**config.mk**
```make
export PLATFORM = sky130hd
export DESIGN_NAME = pipeline_hazard_unit
export DESIGN_NICKNAME = d
export VERILOG_FILES = /design/src/rtl/pipeline_hazard_unit.sv
export SDC_FILE = /design/constraint.sdc
export NUM_CORES = 1
export LEC_CHECK = 0
export ABC_AREA = 0
export BUFFER_PORTS_ARGS = -buffer_cell sky130_fd_sc_hd__buf_2
export CORE_MARGIN = 2
export CORE_UTILIZATION = 52
export DETAILED_ROUTE_END_ITERATION = 8
export PLACE_DENSITY = 0.9
export SYNTH_ARGS = -nofsm -noshare
export SYNTH_HDL_FRONTEND = slang
export SYNTH_SLANG_ARGS = --single-unit
```
**constraint.sdc**
```tcl
create_clock -name clk -period 2.8 [get_ports clk]
set_clock_uncertainty 0.2 [all_clocks]
set_input_delay 0.14 -clock clk [delete_from_list [all_inputs] [get_ports clk]]
set_output_delay 0.14 -clock clk [all_outputs]
set_load 0.01 [all_outputs]
```
**src/rtl/pipeline_hazard_unit.sv**
```systemverilog
`default_nettype none
// ============================================================================
// Module      : pipeline_hazard_unit
// Description : Load-use stall, jump flush and registered EX-stage operand
//               forwarding selects, driven by a shadow EX/MEM/WB pipeline.
// Revision    : 1.0 - initial release
// ============================================================================
module pipeline_hazard_unit #(
    parameter int REG_AW = 3,
    parameter int CNT_W  = 16
) (
    input  logic              clk,
    input  logic              reset,
    input  logic              id_valid,
    input  logic [REG_AW-1:0] id_src1,
    input  logic [REG_AW-1:0] id_src2,
    input  logic              id_src1_used,
    input  logic              id_src2_used,
    input  logic [REG_AW-1:0] id_dst,
    input  logic              id_wb,
    input  logic              id_mem_read,
    input  logic              jump_taken,
    output logic              stall,
    output logic              flush_id,
    output logic [1:0]        fwd1_sel,
    output logic [1:0]        fwd2_sel,
    output logic              ex_valid,
    output logic              mem_valid,
    output logic              wb_valid,
    output logic              wb_en,
    output logic [REG_AW-1:0] wb_dst,
    output logic [CNT_W-1:0]  stall_count,
    output logic [CNT_W-1:0]  flush_count
);

    localparam logic [1:0]       c_FWD_RF  = 2'b00;
    localparam logic [1:0]       c_FWD_MEM = 2'b01;
    localparam logic [1:0]       c_FWD_WB  = 2'b10;
    localparam logic [CNT_W-1:0] c_CNT_MAX = {CNT_W{1'b1}};
    localparam logic [CNT_W-1:0] c_CNT_ONE = {{(CNT_W-1){1'b0}}, 1'b1};

    logic              r_ex_valid, r_ex_wb, r_ex_mem_read;
    logic [REG_AW-1:0] r_ex_dst;
    logic              r_mem_valid, r_mem_wb;
    logic [REG_AW-1:0] r_mem_dst;
    logic              r_wb_valid, r_wb_wb;
    logic [REG_AW-1:0] r_wb_dst;
    logic [1:0]        r_fwd1, r_fwd2;
    logic [CNT_W-1:0]  r_stall_cnt, r_flush_cnt;

    logic              w_hit1, w_hit2, w_stall, w_issue;
    logic              w_ex_fwd_ok, w_mem_fwd_ok;
    logic [1:0]        w_fwd1, w_fwd2;

    // A load still in EX cannot be forwarded; MEM-stage producers may be either kind.
    function automatic logic [1:0] f_fwd_sel(
        input logic              used,
        input logic [REG_AW-1:0] src,
        input logic              ex_ok,
        input logic [REG_AW-1:0] ex_dst,
        input logic              mem_ok,
        input logic [REG_AW-1:0] mem_dst
    );
        logic [1:0] sel;
        sel = c_FWD_RF;
        if (used && ex_ok && (src == ex_dst))
            sel = c_FWD_MEM;
        else if (used && mem_ok && (src == mem_dst))
            sel = c_FWD_WB;
        return sel;
    endfunction

    always_comb begin
        w_hit1       = id_src1_used && (id_src1 == r_ex_dst);
        w_hit2       = id_src2_used && (id_src2 == r_ex_dst);
        w_stall      = id_valid && !jump_taken && r_ex_valid && r_ex_wb &&
                       r_ex_mem_read && (w_hit1 || w_hit2);
        w_issue      = id_valid && !w_stall && !jump_taken;
        w_ex_fwd_ok  = r_ex_valid && r_ex_wb && !r_ex_mem_read;
        w_mem_fwd_ok = r_mem_valid && r_mem_wb;
        w_fwd1       = f_fwd_sel(id_src1_used, id_src1, w_ex_fwd_ok, r_ex_dst,
                                 w_mem_fwd_ok, r_mem_dst);
        w_fwd2       = f_fwd_sel(id_src2_used, id_src2, w_ex_fwd_ok, r_ex_dst,
                                 w_mem_fwd_ok, r_mem_dst);
    end

    // Bubbles carry zeroed control fields so wb_dst/wb_en stay deterministic.
    always_ff @(posedge clk) begin
        if (reset) begin
            r_ex_valid    <= 1'b0;
            r_ex_wb       <= 1'b0;
            r_ex_mem_read <= 1'b0;
            r_ex_dst      <= '0;
            r_mem_valid   <= 1'b0;
            r_mem_wb      <= 1'b0;
            r_mem_dst     <= '0;
            r_wb_valid    <= 1'b0;
            r_wb_wb       <= 1'b0;
            r_wb_dst      <= '0;
            r_fwd1        <= c_FWD_RF;
            r_fwd2        <= c_FWD_RF;
            r_stall_cnt   <= '0;
            r_flush_cnt   <= '0;
        end else begin
            r_ex_valid    <= w_issue;
            r_ex_wb       <= w_issue && id_wb;
            r_ex_mem_read <= w_issue && id_mem_read;
            r_ex_dst      <= w_issue ? id_dst : '0;
            r_fwd1        <= w_issue ? w_fwd1 : c_FWD_RF;
            r_fwd2        <= w_issue ? w_fwd2 : c_FWD_RF;
            r_mem_valid   <= r_ex_valid;
            r_mem_wb      <= r_ex_wb;
            r_mem_dst     <= r_ex_dst;
            r_wb_valid    <= r_mem_valid;
            r_wb_wb       <= r_mem_wb;
            r_wb_dst      <= r_mem_dst;
            if (w_stall && (r_stall_cnt != c_CNT_MAX))
                r_stall_cnt <= r_stall_cnt + c_CNT_ONE;
            if (jump_taken && (r_flush_cnt != c_CNT_MAX))
                r_flush_cnt <= r_flush_cnt + c_CNT_ONE;
        end
    end

    assign stall       = w_stall;
    assign flush_id    = jump_taken;
    assign fwd1_sel    = r_fwd1;
    assign fwd2_sel    = r_fwd2;
    assign ex_valid    = r_ex_valid;
    assign mem_valid   = r_mem_valid;
    assign wb_valid    = r_wb_valid;
    assign wb_en       = r_wb_valid && r_wb_wb;
    assign wb_dst      = r_wb_dst;
    assign stall_count = r_stall_cnt;
    assign flush_count = r_flush_cnt;

endmodule
`default_nettype wire

```
* Word level (Yosys, flattened, before mapping)
Index checks and enable logic that the tools add are counted.
** Word-level totals
- Register bits after elaboration :: 52
- Logic and storage cells :: 61
** Cells by class
- Add/subtract/negate cells :: 2
- Eq/ne operators :: 6
- Multiplexer cells :: 4
- Bitwise logic cells :: 1
- Reductions and logical operators :: 32
** Operators with widths (count)
- $add A16 B1 Y16 const B :: 2
- $ne A16 B16 Y1 const B :: 2
- $logic_and A1 B1 Y1 :: 25
- $eq A3 B3 Y1 :: 4
- $reduce_or A3 Y1 :: 2
- $mux W2 :: 2
- $logic_not A1 Y1 :: 3
- $mux W1 :: 2
- $reduce_or A2 Y1 :: 1
- $logic_or A1 B1 Y1 :: 1
- $not A1 Y1 :: 1

* Depth between registers and ports, before layout
Gate-level depths: netlist of run 1.
- Word-level depth :: 11
- Depth in mapped cells :: 7

* Worst setup path after synthesis of run 1
Ideal clock, no wire load.
- Kind :: reg2reg
- Start :: register r_ex_dst[0]
- End :: register r_stall_cnt[13] (netlist: stall_count[13])
- Library setup time :: 0.071 ns
- Arrival :: 1.764 ns
- Data required time :: 2.529 ns
- Slack :: 0.765 ns
- Stages on the path, launching flop included :: 7
- Path buffers :: 1
- Cell sequence :: dfxtp_1 -> xnor2_2 -> nand4_2 -> a211o_1 -> buf_6 -> or4_1 -> a21oi_1
** Between the ends
- Word-level cells in the longest chain between the ends :: 5
- Elaborated cells on any way between the ends :: 7
- Those cells by class :: eq/ne (2); reduce/logical (5)
** Ends and longest elaborated chain
- start: declaration :: RTL line 43 : logic [REG_AW-1:0] r_ex_dst;
- start signal: assignment :: RTL line 108 : r_ex_dst <= w_issue ? id_dst : '0;
- $eq A3 B3 Y1 (on tied branches) :: RTL line 74, 75
- $logic_and A1 B1 Y1 (on tied branches) :: RTL line 74, 75
- $logic_or A1 B1 Y1 * :: RTL line 77 : r_ex_mem_read && (w_hit1 || w_hit2);
- $logic_and A1 B1 Y1 * :: RTL line 77
- $logic_and A1 B1 Y1 * :: RTL line 117 : if (w_stall && (r_stall_cnt != c_CNT_MAX))
- end signal: assignment :: RTL line 118 : r_stall_cnt <= r_stall_cnt + c_CNT_ONE;
- end: declaration :: RTL line 49 : logic [CNT_W-1:0] r_stall_cnt, r_flush_cnt;
Mark *: on every way between the ends. The rest lies on a longest branch, timed or not.
A chain may end at the register's enable or synchronous reset.

* Worst setup path in the final report of run 1
- Start :: register r_stall_cnt[2] (netlist: stall_count[2])
- End :: register r_stall_cnt[6] (netlist: stall_count[6])
** Between the ends
- Word-level cells in the longest chain between the ends :: 2
- Elaborated cells on any way between the ends :: 3
- Those cells by class :: add/sub (1); eq/ne (1); reduce/logical (1)
** Ends and longest elaborated chain
- branches (longest 2 deep; another with $add A16 B1 Y16)
Parallel ways; which one is timed is not known.

==> results of run 1 <==
## layer usage
metal	wire length [um]	global-route usage, %	vias up	share of wire (%)
li1	-	-	1048	-
met1	2270	25.9	995	42
met2	2700	39.9	85	50
met3	284	4.70	9	5.3
met4	100	8.39	0	1.9
met5	0	0	-	0
## path summary, 6_finish.rpt
| path | start | end | slack [ps] | cells after the start |
|---|---|---|---|---|
| setup / recovery | stall_count[2]$_SDFFE_PP0P_ | stall_count[6]$_SDFFE_PP0P_ | 510 | 5 |
| hold reg to reg | r_mem_wb$_SDFF_PP0_ | r_wb_wb$_SDFF_PP0_ | 270 | 1 |
| setup reg to reg | stall_count[2]$_SDFFE_PP0P_ | stall_count[6]$_SDFFE_PP0P_ | 510 | 5 |
| hold / removal | id_valid | fwd1_sel[1]$_SDFF_PP0_ | 40 | 4 |
## final cells by class
class,count,area share (%)
multi-input combinational,191,43.4
sequential,52,36.3
timing repair buffer,72,14.4
clock buffer,6,2.53
tap,52,2.27
clock inverter,2,0.567
inverter,4,0.524
## cells by family after synthesis
group | Yosys count | synth area share [%]
adder cells (fa/ha/maj) | 2 | 1.07
XOR/XNOR | 26 | 10.7
AO/OA/AOI/OAI | 33 | 8.81
AND/OR/NAND/NOR | 125 | 30.2
flip-flops | 52 | 44.4
buffers and inverters | 12 | 2.40
multiplexers | 5 | 2.35
## flip-flops by register name, indices dropped and copies added (netlist names)
signal,count
fwd2_sel,2
flush_count,16
ex_valid,1
r_ex_mem_read,1
wb_dst,3
wb_valid,1
r_mem_wb,1
mem_valid,1
r_wb_wb,1
r_mem_dst,3
stall_count,16
fwd1_sel,2
r_ex_dst,3
r_ex_wb,1
## power breakdown
part | leakage [nW] | switching (W) | internal [W] | total [W]
Sequential | 0.420 | 0.00000851 | 0.000747 | 0.000755
Combinational | 0.699 | 0.0000418 | 0.0000400 | 0.0000818
Clock | 0.0414 | 0.000247 | 0.000178 | 0.000426
## metrics by stage
stage                     hold WS [ps]  setup WS (ps)
final                             38.9            515
after global routing              62.3            358
after CTS                         14.7            538
after detailed placement           144            570
after global placement             138            653
after floorplan                   61.7            765
## worst max-delay path: stages, from the launching register on
cell     delay, ps
dfxtp_1        450
and3_1         300
nand4_1        280
o31ai_1        550
nor4_1         120
mux2_2         290
## layout by cell type (no fill, tap or decap), drive strengths merged, types with 5 or more instances in the layout
cell type and instances:
a21oi 12, and2 9, and3 8, buf 62, clkbuf 6, dfxtp 52, dlygate4sd3 10, nand2 15
nand3 12, nand4 9, nor2 21, nor2b 15, nor3 7, nor4 7, o21ai 6, o31ai 6
or3 5, or4 5, xnor2 22
## repair_timing
action / in CTS / in global routing
hold endpoints to repair: 8 / 0
hold buffers: 10 / 0
endpoints found under the setup margin: 0 / 0
buffers inserted: 0 / 0
==> impl_metrics.toml, run 1 <==
[cells_and_area]
diodes = 0
layout-drive-gt1-share_pct = 23.9
stdcell_area_sq_um = 2870
layout.nets = 345
register_area_sq_um = 1040
multi_input_comb_area_sq_um = 1240
fillCellCount = 372
utilization_pct = 65.9
syn2layout_area_growth_pct = 22.4
stdcell_count = 379

[yosys]
synth-seq-cells = 52
syn_avg_cell_area_sq_um = 9.19
synth.area.top_cells = "dfxtp_1 44%, xnor2_1 7.1%, nor2b_1 4.0%"
yosysTopAreaCellShare_pct = 44.4
yosys.area.top_type = "dfxtp_1"
synth_commonest_cells = "52 x dfxtp_1, 21 x nor2_1, 19 x xnor2_1, 15 x nand2_1, 15 x nor2b_1"
synth.most_common_cell = "dfxtp_1"
yosys_warnings = 0
yosysSeqAreaShare_pct = 44.4
netlist_area_sq_um = 2340
synth_nets = 274
synth_ff_type = "dfxtp_1"
yosysUniqueCellTypes = 40
synthCells = 255
synthArstFlopShare_pct = 0
synth_edf_count = 0

[power_and_ir_drop]
vdd_drop_max_v = 0.000373
leakage_nw = 1.16
power.total_w = 0.00126
power_density_nw_per_um2 = 440

[die]
io_pins = 62
std_cell_rows = 24
die_w_um = 71.1
design.die.area_sq_um = 5060
initial_utilization_pct = 53.8
core_area_sq_um = 4350
die_h_um = 71.1

[drt]
wl_um = 5360
via_count = 2137
drt-pass1-iter-count = 4
drtIter0Drc = 99
postRouteAntennaNets = 0
wl_per_cell_um = 14.1
drc = 0
viasPerCell = 5.64

[worst_setup_path]
worstSetupPathType = "flip-flop to flip-flop"
cp-start-kind = "flip-flop"
critPathArrivalTime_ps = 2290
critPathMaxFanout = 8
required_ps = 2800
crit_path_end_kind = "flip-flop"

[timing]
rsz0062_at_grt = "no"
finalSetupTns_ps = 0
period_share_pct = 81.6
worstMarginPinSlew_ps = 565
fin_crit_ps = 2290
setup_viol = 0
drv_slew = 0
maxSlewHeadroom_pct = 61.4
hold_viol_final = 0
fmax_mhz = 438

[global_routing]
grt_pass1_vias = 2095
antenna_found_initial = 0
grt_start_max_net_pins = 28
grt.total_usage_pct = 22.2
grt_pass1_wl_um = 9050
grt-ovfl-total = 0

[clocking]
cts.clk_slew.worst_paths_ps = 90
clockBufferDepth = 2
cts_resized = 0
clk_latency_ps = 300
cts_tree = "done"
h-tree-depth = 2
cts_buffers = 5
cts-root-buf = "clkbuf_8"
clock_sinks = 52

[placement]
place_inst = 361
place_congestion = 0.867
hpwl_um = 3740
numPortBuffers = 61
placedInstanceArea_sq_um = 2680

[min_path]
worstHoldPathType = "primary input to flip-flop"

[job]
max-cap-violations = 0

[run_status]
status = "completed"
No activity file was read; power rests on OpenSTA's default activity.
==> run 2: changes to the inputs <==
Clock period 2.8 ns to 2.4 ns, I/O delays scaled along.
==> run 2 against run 1 <==
  * Count of clock-buffer cells in the layout stayed put
  * Flip-flop and latch count stayed put
  * Combinational power is 16% higher
  * First-iteration DRC count is 26% higher
  * Routed wire length is 0.65% lower
  * Maximum frequency is 3.7% higher
  * Sequential power is 17% higher
  * Total power is 18% higher
  * Critical path depth stayed put
  * Critical endpoint is now stall_count[7]$_SDFFE_PP0P_
  * Highest routed layer unchanged
==> impl_metrics.toml, run 2 (synthesis gave the netlist of run 1 again) <==
[worst_setup_path]
required_ps = 2430
worstSetupPathType = "flip-flop to flip-flop"
cp-start-kind = "flip-flop"
critPathArrivalTime_ps = 2230
crit_chain = "xnor2_1 > nand4_2 > a211o_2 > or4_1 > a21oi_1"
crit_path_end_kind = "flip-flop"
reg2reg_slack_ps = 200
cp_slowest_cell = "or4_1"
max_stage_delay_ps = 520
critPathMaxFanout = 12

[drt]
wl_um = 5330
drtIter0Drc = 125
drt-pass1-iter-count = 4
via_count = 2131
wl_per_cell_um = 14.0
viasPerCell = 5.61
drc = 0
postRouteAntennaNets = 0

[die]
core_area_sq_um = 4350
die_h_um = 71.1
design.die.area_sq_um = 5060
die_w_um = 71.1
initial_utilization_pct = 53.8
std_cell_rows = 24
io_pins = 62

[run_status]
status = "completed"

[timing]
hold_viol_final = 0
whs_ps = 23.5
setup_slack_ps = 197
maxSlewHeadroom_pct = 62.6
setup_viol = 0
fmax_mhz = 454
rsz0062_at_grt = "no"
worstMarginPinSlew_ps = 561
finalSetupTns_ps = 0
period_share_pct = 91.8
drv_slew = 0
fin_crit_ps = 2200

[power_and_ir_drop]
vdd_drop_max_v = 0.000375
power_density_nw_per_um2 = 518
leakage_nw = 1.17

[job]
max-cap-violations = 0

[global_routing]
grt_pass1_wl_um = 8920
grt_pass1_vias = 2020
antenna_found_initial = 0
grt_start_max_net_pins = 34
grt.total_usage_pct = 21.9
grt-ovfl-total = 0

[cells_and_area]
layout.nets = 346
diodes = 0
layout-drive-gt1-share_pct = 25.0
syn2layout_area_growth_pct = 23.1
utilization_pct = 66.2
stdcell_area_sq_um = 2880
layout_common_cells = "61 x buf_2, 52 x dfxtp_1, 21 x nor2_1"
layout_commonest_cell = "buf_2"

[clocking]
cts-root-buf = "clkbuf_8"
clockBufferDepth = 2
clk_latency_ps = 300
cts_buffers = 5
clock_sinks = 52
cts_setup_buffers = 0
cts_tree = "done"
h-tree-depth = 2
cts.clk_slew.worst_paths_ps = 90

[placement]
numPortBuffers = 61
placedInstanceArea_sq_um = 2690
pre_cts_ws_ps = 201
hpwl_um = 3760
place_congestion = 0.839

[min_path]
worstHoldPathType = "primary input to flip-flop"
## run 2: cell types whose count changed in the layout (fill, tap and decap cells not counted), sizes merged
cell	delta
clkinv	-1
clkinvlp	+1
buf	+2
dlygate4sd3	-1
## run 2: worst paths after layout
check	from	end	depth (start not counted)
worst min-delay path	id_src2[0]	fwd2_sel[1]$_SDFF_PP0_	4
worst min register to register	r_mem_wb$_SDFF_PP0_	r_wb_wb$_SDFF_PP0_	1
worst max-delay path	r_ex_dst[1]$_SDFF_PP0_	stall_count[7]$_SDFFE_PP0P_	5
worst max register to register	r_ex_dst[1]$_SDFF_PP0_	stall_count[7]$_SDFFE_PP0P_	5
## run 2: power breakdown
part	switching (W)	internal, W
Clock	0.000285	0.000234
Sequential	0.00000976	0.000871
Combinational	0.0000489	0.0000462
Total	0.000344	0.00115
## run 2: area by class of cell
class	count	area, sq um
clock buffer	6	82.6
inverter	4	15.0
sequential	52	1040
clock inverter	2	15.0
multi-input combinational	191	1250
tap	52	65.1
fill	341	1470
timing repair buffer	73	418
## run 2: layer usage
layer | vias to the layer above | wire length, um | GRT usage, %
met4 | 0 | 91 | 7.55
met1 | 993 | 2210 | 25.6
li1 | 1051 | - | -
met5 | - | 0 | 0
met2 | 78 | 2670 | 39.0
met3 | 9 | 358 | 5.41
## run 2: worst max-delay path, delay by kind of cell, from the launching register on
| family | cells | cell delay [ps] |
|---|---|---|
| AO/OA/AOI/OAI | 2 | 600 |
| AND/OR/NAND/NOR | 2 | 740 |
| flip-flops | 1 | 420 |
| XOR/XNOR | 1 | 180 |
## run 2: stage by stage
| stage | instances | power (W) |
|---|---|---|
| finish | 380 | 0.00149 |
| global route | 380 | 0.00156 |
| CTS | 380 | 0.00150 |
| detailed placement | 363 | 0.000984 |
| global placement | 363 | 0.000980 |
| floorplan | 255 | 0.000948 |
## run 2: timing repair
action	4_1_cts	5_1_grt
hold endpoints to repair	8	0
setup endpoints to repair	0	1
hold buffers	9	0
resized for setup	0	1
==> run 3: changes to the inputs <==
Settings changed: CORE_UTILIZATION 52 to 56, PLACE_DENSITY 0.9 to 0.95.
Clock period 2.4 ns to 2.6 ns, I/O delays scaled along.
==> run 3 against run 2 <==
  * Count of clock-buffer cells in the layout is 1 lower
  * Flip-flop and latch count unchanged
  * Register-to-register slack improved by 170 ps
  * Largest cell class unchanged
==> impl_metrics.toml, run 3 (synthesis gave the netlist of run 1 again) <==
[run_status]
status = "completed"

[die]
std_cell_rows = 23
initial_utilization_pct = 58.6
die_h_um = 68.7
design.die.area_sq_um = 4720
io_pins = 62
core_area_sq_um = 4000
die_w_um = 68.7

[job]
max-cap-violations = 0

[cells_and_area]
layout_commonest_cell = "buf_2"
layout_common_cells = "61 x buf_2, 52 x dfxtp_1, 21 x nor2_1"
syn2layout_area_growth_pct = 24.0
stdcell_area_sq_um = 2910
stdcell_count = 379
diodes = 0
layout-drive-gt1-share_pct = 24.3
utilization_pct = 72.6
layout.nets = 347

[clocking]
cts_buffers = 5
clockBufferDepth = 2
cts.clk_slew.worst_paths_ps = 90
cts_setup_buffers = 0
clk_latency_ps = 300
cts-root-buf = "clkbuf_8"
cts_resized = 0
clock_sinks = 52
cts_tree = "done"
h-tree-depth = 2

[timing]
period_share_pct = 85.8
finalSetupTns_ps = 0
rsz0062_at_grt = "no"
maxSlewHeadroom_pct = 58.1
drv_slew = 0
fmax_mhz = 448
setup_viol = 0
hold_viol_final = 0
fin_crit_ps = 2230
worstMarginPinSlew_ps = 612

[placement]
place_inst = 360
placedInstanceArea_sq_um = 2680
place_congestion = 0.852
numPortBuffers = 61
hpwl_um = 3700

[worst_setup_path]
r2r_cells = 5
crit_path_end_kind = "flip-flop"
critPathMaxFanout = 12
critPathArrivalTime_ps = 2270
cp-start-kind = "flip-flop"
worstSetupPathType = "flip-flop to flip-flop"
required_ps = 2640

[drt]
drtIter0Drc = 117
wl_per_cell_um = 14.3
viasPerCell = 5.67
drt-pass1-iter-count = 4
via_count = 2149
postRouteAntennaNets = 0
wl_um = 5410
drc = 0

[min_path]
min_path_cells = 4
worstHoldPathType = "primary input to flip-flop"

[power_and_ir_drop]
leakage_nw = 1.18
power_density_nw_per_um2 = 499
vdd_drop_max_v = 0.000392

[global_routing]
grt_start_max_net_pins = 31
grt.total_usage_pct = 25.1
grt-ovfl-total = 0
grt_pass1_vias = 1930
antenna_found_initial = 0
grt_pass1_wl_um = 8760
[run 3: cell count changes in the layout (fill, tap and decap cells not counted), sizes merged]
| cell | change |
|---|---|
| dlygate4sd3 | +2 |
| clkinv | +1 |
| buf | -1 |
| clkbuf | -1 |
| clkinvlp | -1 |
| bufinv | +1 |
[run 3: report_power, final]
group	switching [W]	internal, W
Clock	0.000261	0.000285
Sequential	0.00000894	0.000804
Combinational	0.0000470	0.0000441
Total	0.000317	0.00113
[run 3: critical path: stages (launching register included)]
cell,delay [ps]
dfxtp_1,420
xnor2_2,150
nand4_2,210
a211o_1,480
or4_1,550
a21oi_1,150
[run 3: stage by stage]
step	power (W)	worst slack (ps)	hold WS (ps)
2_1_floorplan	0.000875	565	51.7
3_3_place_gp	0.000904	479	130
3_5_place_dp	0.000908	411	134
4_1_cts	0.00146	366	29.5
5_1_grt	0.00151	193	52.3
6_report	0.00145	368	46.5
[run 3: layout make-up]
| class | instances | area (sq um) |
|---|---|---|
| clock buffer | 5 | 68.8 |
| clock inverter | 3 | 42.5 |
| fill | 294 | 1090 |
| inverter | 4 | 15.0 |
| multi-input combinational | 191 | 1240 |
| sequential | 52 | 1040 |
| tap | 50 | 62.6 |
| timing repair buffer | 74 | 430 |
[run 3: path summary, 6_finish.rpt]
path	from	endpoint	slack [ps]
max	r_ex_dst[2]$_SDFF_PP0_	stall_count[13]$_SDFFE_PP0P_	370
min reg2reg	r_mem_wb$_SDFF_PP0_	r_wb_wb$_SDFF_PP0_	270
max reg2reg	r_ex_dst[2]$_SDFF_PP0_	stall_count[13]$_SDFFE_PP0P_	370
min	id_valid	fwd1_sel[1]$_SDFF_PP0_	50
[run 3: timing repair]
action                     in CTS  in global routing
setup endpoints to repair       0                  0
hold endpoints to repair       12                  0
hold buffers                   11                  0
[run 3: metal layers]
layer / wire length (um) / GRT usage (%)
met3: 330 / 5.52
met5: 0 / 0
met4: 92 / 9.50
met2: 2690 / 43.4
met1: 2300 / 30.3
